===== config.mk =====
export PLATFORM = sky130hd
export DESIGN_NAME = hfrc_capture_sequencer
export DESIGN_NICKNAME = d
export VERILOG_FILES = /design/src/rtl/hfrc_capture_sequencer.sv
export SDC_FILE = /design/constraint.sdc
export NUM_CORES = 1
export LEC_CHECK = 0
export BUFFER_PORTS_ARGS = -buffer_cell sky130_fd_sc_hd__buf_2
export CORE_MARGIN = 10
export CORE_UTILIZATION = 45
export CTS_CLUSTER_SIZE = 24
export DETAILED_ROUTE_END_ITERATION = 16
export PLACE_DENSITY_LB_ADDON = 0.12
export SLEW_MARGIN = 25
export SYNTH_ARGS = -nofsm -noshare
export SYNTH_HDL_FRONTEND = slang
export SYNTH_SLANG_ARGS = --single-unit

===== constraint.sdc =====
create_clock -name CLK -period 2 [get_ports CLK]
set_input_delay 0.5 -clock CLK [delete_from_list [all_inputs] [get_ports CLK]]
set_output_delay 0.5 -clock CLK [all_outputs]
set_load 0.01 [all_outputs]

===== src/rtl/hfrc_capture_sequencer.sv =====
// Run-level controller for the HFRC LVDS receiver: receiver reset, lane alignment with retry,
// per-frame capture decision (decimation, frame-buffer back-pressure), frame statistics.
module hfrc_capture_sequencer #(
    parameter int          RST_CYCLES    = 16,
    parameter int          ALIGN_TIMEOUT = 1000000,
    parameter int          MAX_RETRY     = 3,
    parameter int          DECIM         = 1,
    parameter logic [19:0] EXP_LINES     = 20'd1088
) (
    input  logic        CLK,
    input  logic        resetn,
    input  logic        start,
    input  logic        stop,
    input  logic        fb_ready,
    input  logic        rx_data_aligned,
    input  logic        rx_fps_count,
    input  logic [19:0] rx_num_lines,
    output logic        rx_sync_reset,
    output logic        rx_frame_buffer_rdy,
    output logic        busy,
    output logic        done,
    output logic        err_align_timeout,
    output logic        err_line_count,
    output logic [15:0] frames_captured,
    output logic [15:0] frames_dropped,
    output logic [2:0]  state_o
);

    localparam int       TW          = $clog2(ALIGN_TIMEOUT + 1);
    localparam int       RCW         = $clog2(RST_CYCLES + 1);
    localparam logic [7:0] SKIP_RELOAD = 8'(DECIM - 1);

    typedef enum logic [2:0] {
        S_IDLE     = 3'd0,
        S_RX_RESET = 3'd1,
        S_ALIGN    = 3'd2,
        S_ARM      = 3'd3,
        S_CAPTURE  = 3'd4,
        S_ERROR    = 3'd5
    } state_t;

    state_t          state;
    logic            fps_q;
    logic [19:0]     lines_q;
    logic            fbr_q;
    logic [RCW-1:0]  rst_cnt;
    logic [TW-1:0]   timer;
    logic [7:0]      retry;
    logic [7:0]      skip_cnt;
    logic            stop_pending;

    logic            frame_start;
    logic [7:0]      skip_nxt;
    logic            cap_rdy;
    logic            retry_ok;
    logic            align_fail;
    logic [15:0]     captured_inc;
    logic [15:0]     dropped_inc;

    assign state_o     = state;
    assign frame_start = rx_fps_count ^ fps_q;
    assign retry_ok    = (retry < 8'(MAX_RETRY));

    // Permission for the frame about to start uses the post-boundary slot counter,
    // so a skipped slot never sees a one-cycle rdy glitch at its start.
    assign skip_nxt = !frame_start     ? skip_cnt :
                      (skip_cnt == 8'd0) ? SKIP_RELOAD : skip_cnt - 8'd1;
    assign cap_rdy  = fb_ready & (skip_nxt == 8'd0) & ~(stop_pending | stop);

    assign captured_inc = (frames_captured == 16'hFFFF) ? frames_captured : frames_captured + 16'd1;
    assign dropped_inc  = (frames_dropped == 16'hFFFF) ? frames_dropped : frames_dropped + 16'd1;

    // Alignment loss while armed or capturing takes the same retry path as a timeout;
    // a stop in S_ARM ends the run instead.
    assign align_fail = ((state == S_ALIGN) && !rx_data_aligned && (timer == TW'(ALIGN_TIMEOUT - 1)))
                     || ((state == S_ARM) && !rx_data_aligned && !stop)
                     || ((state == S_CAPTURE) && !rx_data_aligned);

    always_ff @(posedge CLK or negedge resetn) begin
        if (!resetn) begin
            state               <= S_IDLE;
            fps_q               <= 1'b0;
            lines_q             <= 20'd0;
            fbr_q               <= 1'b0;
            rst_cnt             <= '0;
            timer               <= '0;
            retry               <= 8'd0;
            skip_cnt            <= 8'd0;
            stop_pending        <= 1'b0;
            rx_sync_reset       <= 1'b1;
            rx_frame_buffer_rdy <= 1'b0;
            busy                <= 1'b0;
            done                <= 1'b0;
            err_align_timeout   <= 1'b0;
            err_line_count      <= 1'b0;
            frames_captured     <= 16'd0;
            frames_dropped      <= 16'd0;
        end else begin
            fps_q   <= rx_fps_count;
            lines_q <= rx_num_lines;
            fbr_q   <= rx_frame_buffer_rdy;
            done    <= 1'b0;

            case (state)
                S_IDLE, S_ERROR: begin
                    rx_sync_reset       <= 1'b1;
                    rx_frame_buffer_rdy <= 1'b0;
                    busy                <= 1'b0;
                    if (start) begin
                        frames_captured   <= 16'd0;
                        frames_dropped    <= 16'd0;
                        err_align_timeout <= 1'b0;
                        err_line_count    <= 1'b0;
                        retry             <= 8'd0;
                        skip_cnt          <= 8'd0;
                        stop_pending      <= 1'b0;
                        rst_cnt           <= '0;
                        busy              <= 1'b1;
                        state             <= S_RX_RESET;
                    end
                end

                S_RX_RESET: begin
                    rx_sync_reset       <= 1'b1;
                    rx_frame_buffer_rdy <= 1'b0;
                    if (rst_cnt == RCW'(RST_CYCLES - 1)) begin
                        rx_sync_reset <= 1'b0;
                        timer         <= '0;
                        state         <= S_ALIGN;
                    end else begin
                        rst_cnt <= rst_cnt + RCW'(1);
                    end
                end

                S_ALIGN: begin
                    if (rx_data_aligned) begin
                        state <= S_ARM;
                    end else if (timer != TW'(ALIGN_TIMEOUT - 1)) begin
                        timer <= timer + TW'(1);
                    end
                end

                S_ARM: begin
                    rx_frame_buffer_rdy <= 1'b0;
                    if (stop) begin
                        rx_sync_reset <= 1'b1;
                        busy          <= 1'b0;
                        done          <= 1'b1;
                        state         <= S_IDLE;
                    end else if (frame_start) begin
                        // First boundary closes a partial frame: nothing counted or checked.
                        skip_cnt            <= 8'd0;
                        rx_frame_buffer_rdy <= fb_ready;
                        state               <= S_CAPTURE;
                    end
                end

                S_CAPTURE: begin
                    rx_frame_buffer_rdy <= cap_rdy;
                    skip_cnt            <= skip_nxt;
                    if (stop) begin
                        stop_pending <= 1'b1;
                    end
                    if (frame_start) begin
                        if (lines_q != EXP_LINES) begin
                            err_line_count <= 1'b1;
                        end
                        if (fbr_q) begin
                            frames_captured <= captured_inc;
                        end else if (skip_cnt == 8'd0) begin
                            frames_dropped <= dropped_inc;
                        end
                        if (stop_pending) begin
                            stop_pending        <= 1'b0;
                            rx_frame_buffer_rdy <= 1'b0;
                            rx_sync_reset       <= 1'b1;
                            busy                <= 1'b0;
                            done                <= 1'b1;
                            state               <= S_IDLE;
                        end
                    end
                end

                default: begin
                    rx_sync_reset <= 1'b1;
                    busy          <= 1'b0;
                    state         <= S_IDLE;
                end
            endcase

            if (align_fail) begin
                rx_frame_buffer_rdy <= 1'b0;
                rx_sync_reset       <= 1'b1;
                stop_pending        <= 1'b0;
                rst_cnt             <= '0;
                if (retry_ok) begin
                    retry <= retry + 8'd1;
                    state <= S_RX_RESET;
                end else begin
                    err_align_timeout <= 1'b1;
                    busy              <= 1'b0;
                    state             <= S_ERROR;
                end
            end
        end
    end

endmodule

==> flow_summary.json <==
{
  "mostFrequentLayoutCell": "buf_4",
  "grt_max_degree": 60,
  "post-route-drc-count": 0,
  "clock_path_buffers": 2,
  "gp_congestion": 0.852,
  "vdd_drop_max_uv": 648,
  "grt_pass1_wl_um": 26600,
  "startpoint_type": "flop",
  "slew_headroom": 0.522,
  "worstMarginPinSlew_ps": 712,
  "fmax_mhz": 450,
  "setup-violations-final": 35,
  "io_buffers": 67,
  "reg2reg_slack_ps": -220,
  "final_nets": 795,
  "synth_area_leaders": "dfrtp_1, a21oi_1, nand2_1, o21ai_0, nor2_1",
  "antenna_found_initial": 0,
  "powerDensity_nw_per_um2": 703,
  "grt_overflow": 0,
  "fin_worst_skew_ps": 8.27,
  "initial_core_util": 0.456,
  "path_clk_slew_ps": 80,
  "crit_type": "flop to flop",
  "hpwlAfterDp_um": 11000,
  "num-fill-cells": 932,
  "critPathCaptureType": "flop",
  "finalCritPeriodShare": 1.11,
  "post_drt_via_cell_ratio": 5.84,
  "ys_types": 68,
  "syn_area_per_cell_um2": 9.86,
  "diodes": 0,
  "yosysSeqAreaShare": 0.481,
  "violations": "negative setup slack",
  "num_io_pins": 68,
  "htree_levels": 3,
  "worstPathRequired_ps": 2300,
  "grt_pass1_vias": 5424,
  "slew_violations": 0,
  "critPathMaxFanout": 6,
  "die_w_um": 130,
  "ys.flop_type": "dfrtp_1",
  "drt_iter0_drc": 385,
  "async_flop_share": 1.00,
  "syn_to_final_growth_pct": 47.5,
  "drt_wl_total_um": 16300,
  "routedWlPerCell_um": 17.9,
  "p_leak_nw": 3.65,
  "finalHoldWorstSlack_ps": 234,
  "num_rows": 40,
  "regArea_um2": 2630,
  "maxCapViolCount": 0,
  "synth_edf_count": 0,
  "final_cell_mix": "buf_4, dfrtp_1, buf_2",
  "synth_seq_cells": 105,
  "dpl_worst_slack_ps": -319,
  "ant_nets": 0,
  "dieArea_um2": 16900,
  "worstPathArrival_ps": 2520,
  "grt.total_usage": 0.195,
  "placed_area_um2": 6980,
  "yosysWarnings": 0,
  "rsz0062_at_grt": "true",
  "synthCells": 554,
  "vias": 5324,
  "syn_nets": 589,
  "min_period_ps": 2220,
  "status": "complete, but fails checks",
  "multi_input_area_um2": 3280,
  "dp_cells": 873,
  "die_h_um": 130,
  "finalHoldViolCount": 0,
  "clk_latency_ps": 370,
  "yosysTopAreaCell": "dfrtp_1",
  "coreArea_um2": 12000,
  "cts-buffers-inserted": 9,
  "finalWorstSetupSlack_ps": -224,
  "clock_sinks": 105,
  "yosys.area.top_type_share": 0.477,
  "fin_cells": 912,
  "hp-class": "primary input to flop",
  "cts_tree": "yes",
  "cts_root_buf": "clkbuf_16",
  "drt-pass1-iter-count": 5,
  "final_area_um2": 8050,
  "drive_above_1_share": 0.443,
  "synth_area_um2": 5460
}
-- cell families after synthesis --
kind of cell | share of synthesized area
XOR/XNOR | 0.0209
flip-flops | 0.481
AO/OA/AOI/OAI | 0.183
adder cells (fa/ha/maj) | 0.0183
AND/OR/NAND/NOR | 0.241
buffers and inverters | 0.0319
multiplexers | 0.0229
-- cell usage after synthesis (all sizes together) (4+ instances only) --
cell       n
o31ai     15
nor3b      4
a21oi     37
and4       5
xor2       8
a31oi      4
ha         8
o31a       5
mux2       4
nand4     13
o211ai     9
or4       18
mux2i      8
o21a       6
o2111ai    4
nand3     25
inv       12
nor4b      4
and3       8
buf        8
a211oi     6
xnor2      5
clkbuf    18
dfrtp    104
or3       15
nor4      15
a22o       5
nor2b      9
nand2b     7
o21ai     38
nor2      38
nand2     46
and2       9
nor3       7
-- per-layer routing --
layer  global-route usage  share of wire
met3               0.0531          0.049
met2                0.322           0.49
met5                    0              0
met4               0.0589          0.020
met1                0.243           0.45
-- final cells by class --
| type | instances | area share |
|---|---|---|
| tap | 147 | 0.0228 |
| multi-input combinational | 414 | 0.407 |
| sequential | 105 | 0.327 |
| clock buffer | 9 | 0.0280 |
| inverter | 12 | 0.00559 |
| clock inverter | 7 | 0.0110 |
| timing repair buffer | 218 | 0.199 |
-- where the power goes --
group,internal [mW],switching [mW],leakage (nW)
clock network,0.910,0.949,0.153
logic,0.710,0.797,2.10
registers,2.22,0.0716,1.40
total,3.84,1.82,3.65
-- worst max-delay path: stages (launching register included) --
cell     delay (ps)
dfrtp_1         410
inv_2            90
ha_4            130
nor3b_4         240
nand2_4         120
o41a_4          520
or4_4           500
a21oi_2         130
-- sequential cells by signal, indices dropped and copies added (netlist names) --
name and flops:
busy 1, stop_pending 1, rst_cnt 5, err_line_count 1, frames_captured 16, lines_q 20, timer 20, err_align_timeout 1
fps_q 1, skip_cnt 8, rx_sync_reset 1, rx_frame_buffer_rdy 1, done 1, state_o 3, frames_dropped 16, retry 8
fbr_q 1
-- path summary, 6_finish.rpt --
check	startpoint	end	cells after the start
min reg2reg	rx_frame_buffer_rdy$_DFFE_PN0P_	fbr_q$_DFF_PN0_	0
max	skip_cnt[1]$_DFFE_PN0P_	frames_dropped[8]$_DFFE_PN0P_	7
min in group asynchronous	resetn	timer[12]$_DFFE_PN0P_	2
min	rx_num_lines[18]	lines_q[18]$_DFF_PN0_	1
max in group asynchronous	resetn	rx_sync_reset$_DFFE_PN1P_	3
max reg2reg	skip_cnt[1]$_DFFE_PN0P_	frames_dropped[8]$_DFFE_PN0P_	7
-- timing repair --
action                                  4_1_cts  5_1_grt
pin swaps                                    26       28
gates resized for setup                      46       75
gates cloned                                  2        1
hold endpoints to repair                      8        0
hold buffers                                  1        0
endpoints found under the setup margin       56       69
setup buffers                                15        8
-- stage by stage --
stage / setup TNS, ps / utilization / total power, mW
finish: -3560 / 0.673 / 5.66
global route: -6890 / 0.673 / 5.92
CTS: -2690 / 0.639 / 5.57
detailed placement: -6870 / 0.584 / 3.59
global placement: -4720 / 0.584 / 3.55
floorplan: -1090 / - / 3.04
No activity file was read; power rests on OpenSTA's default activity.
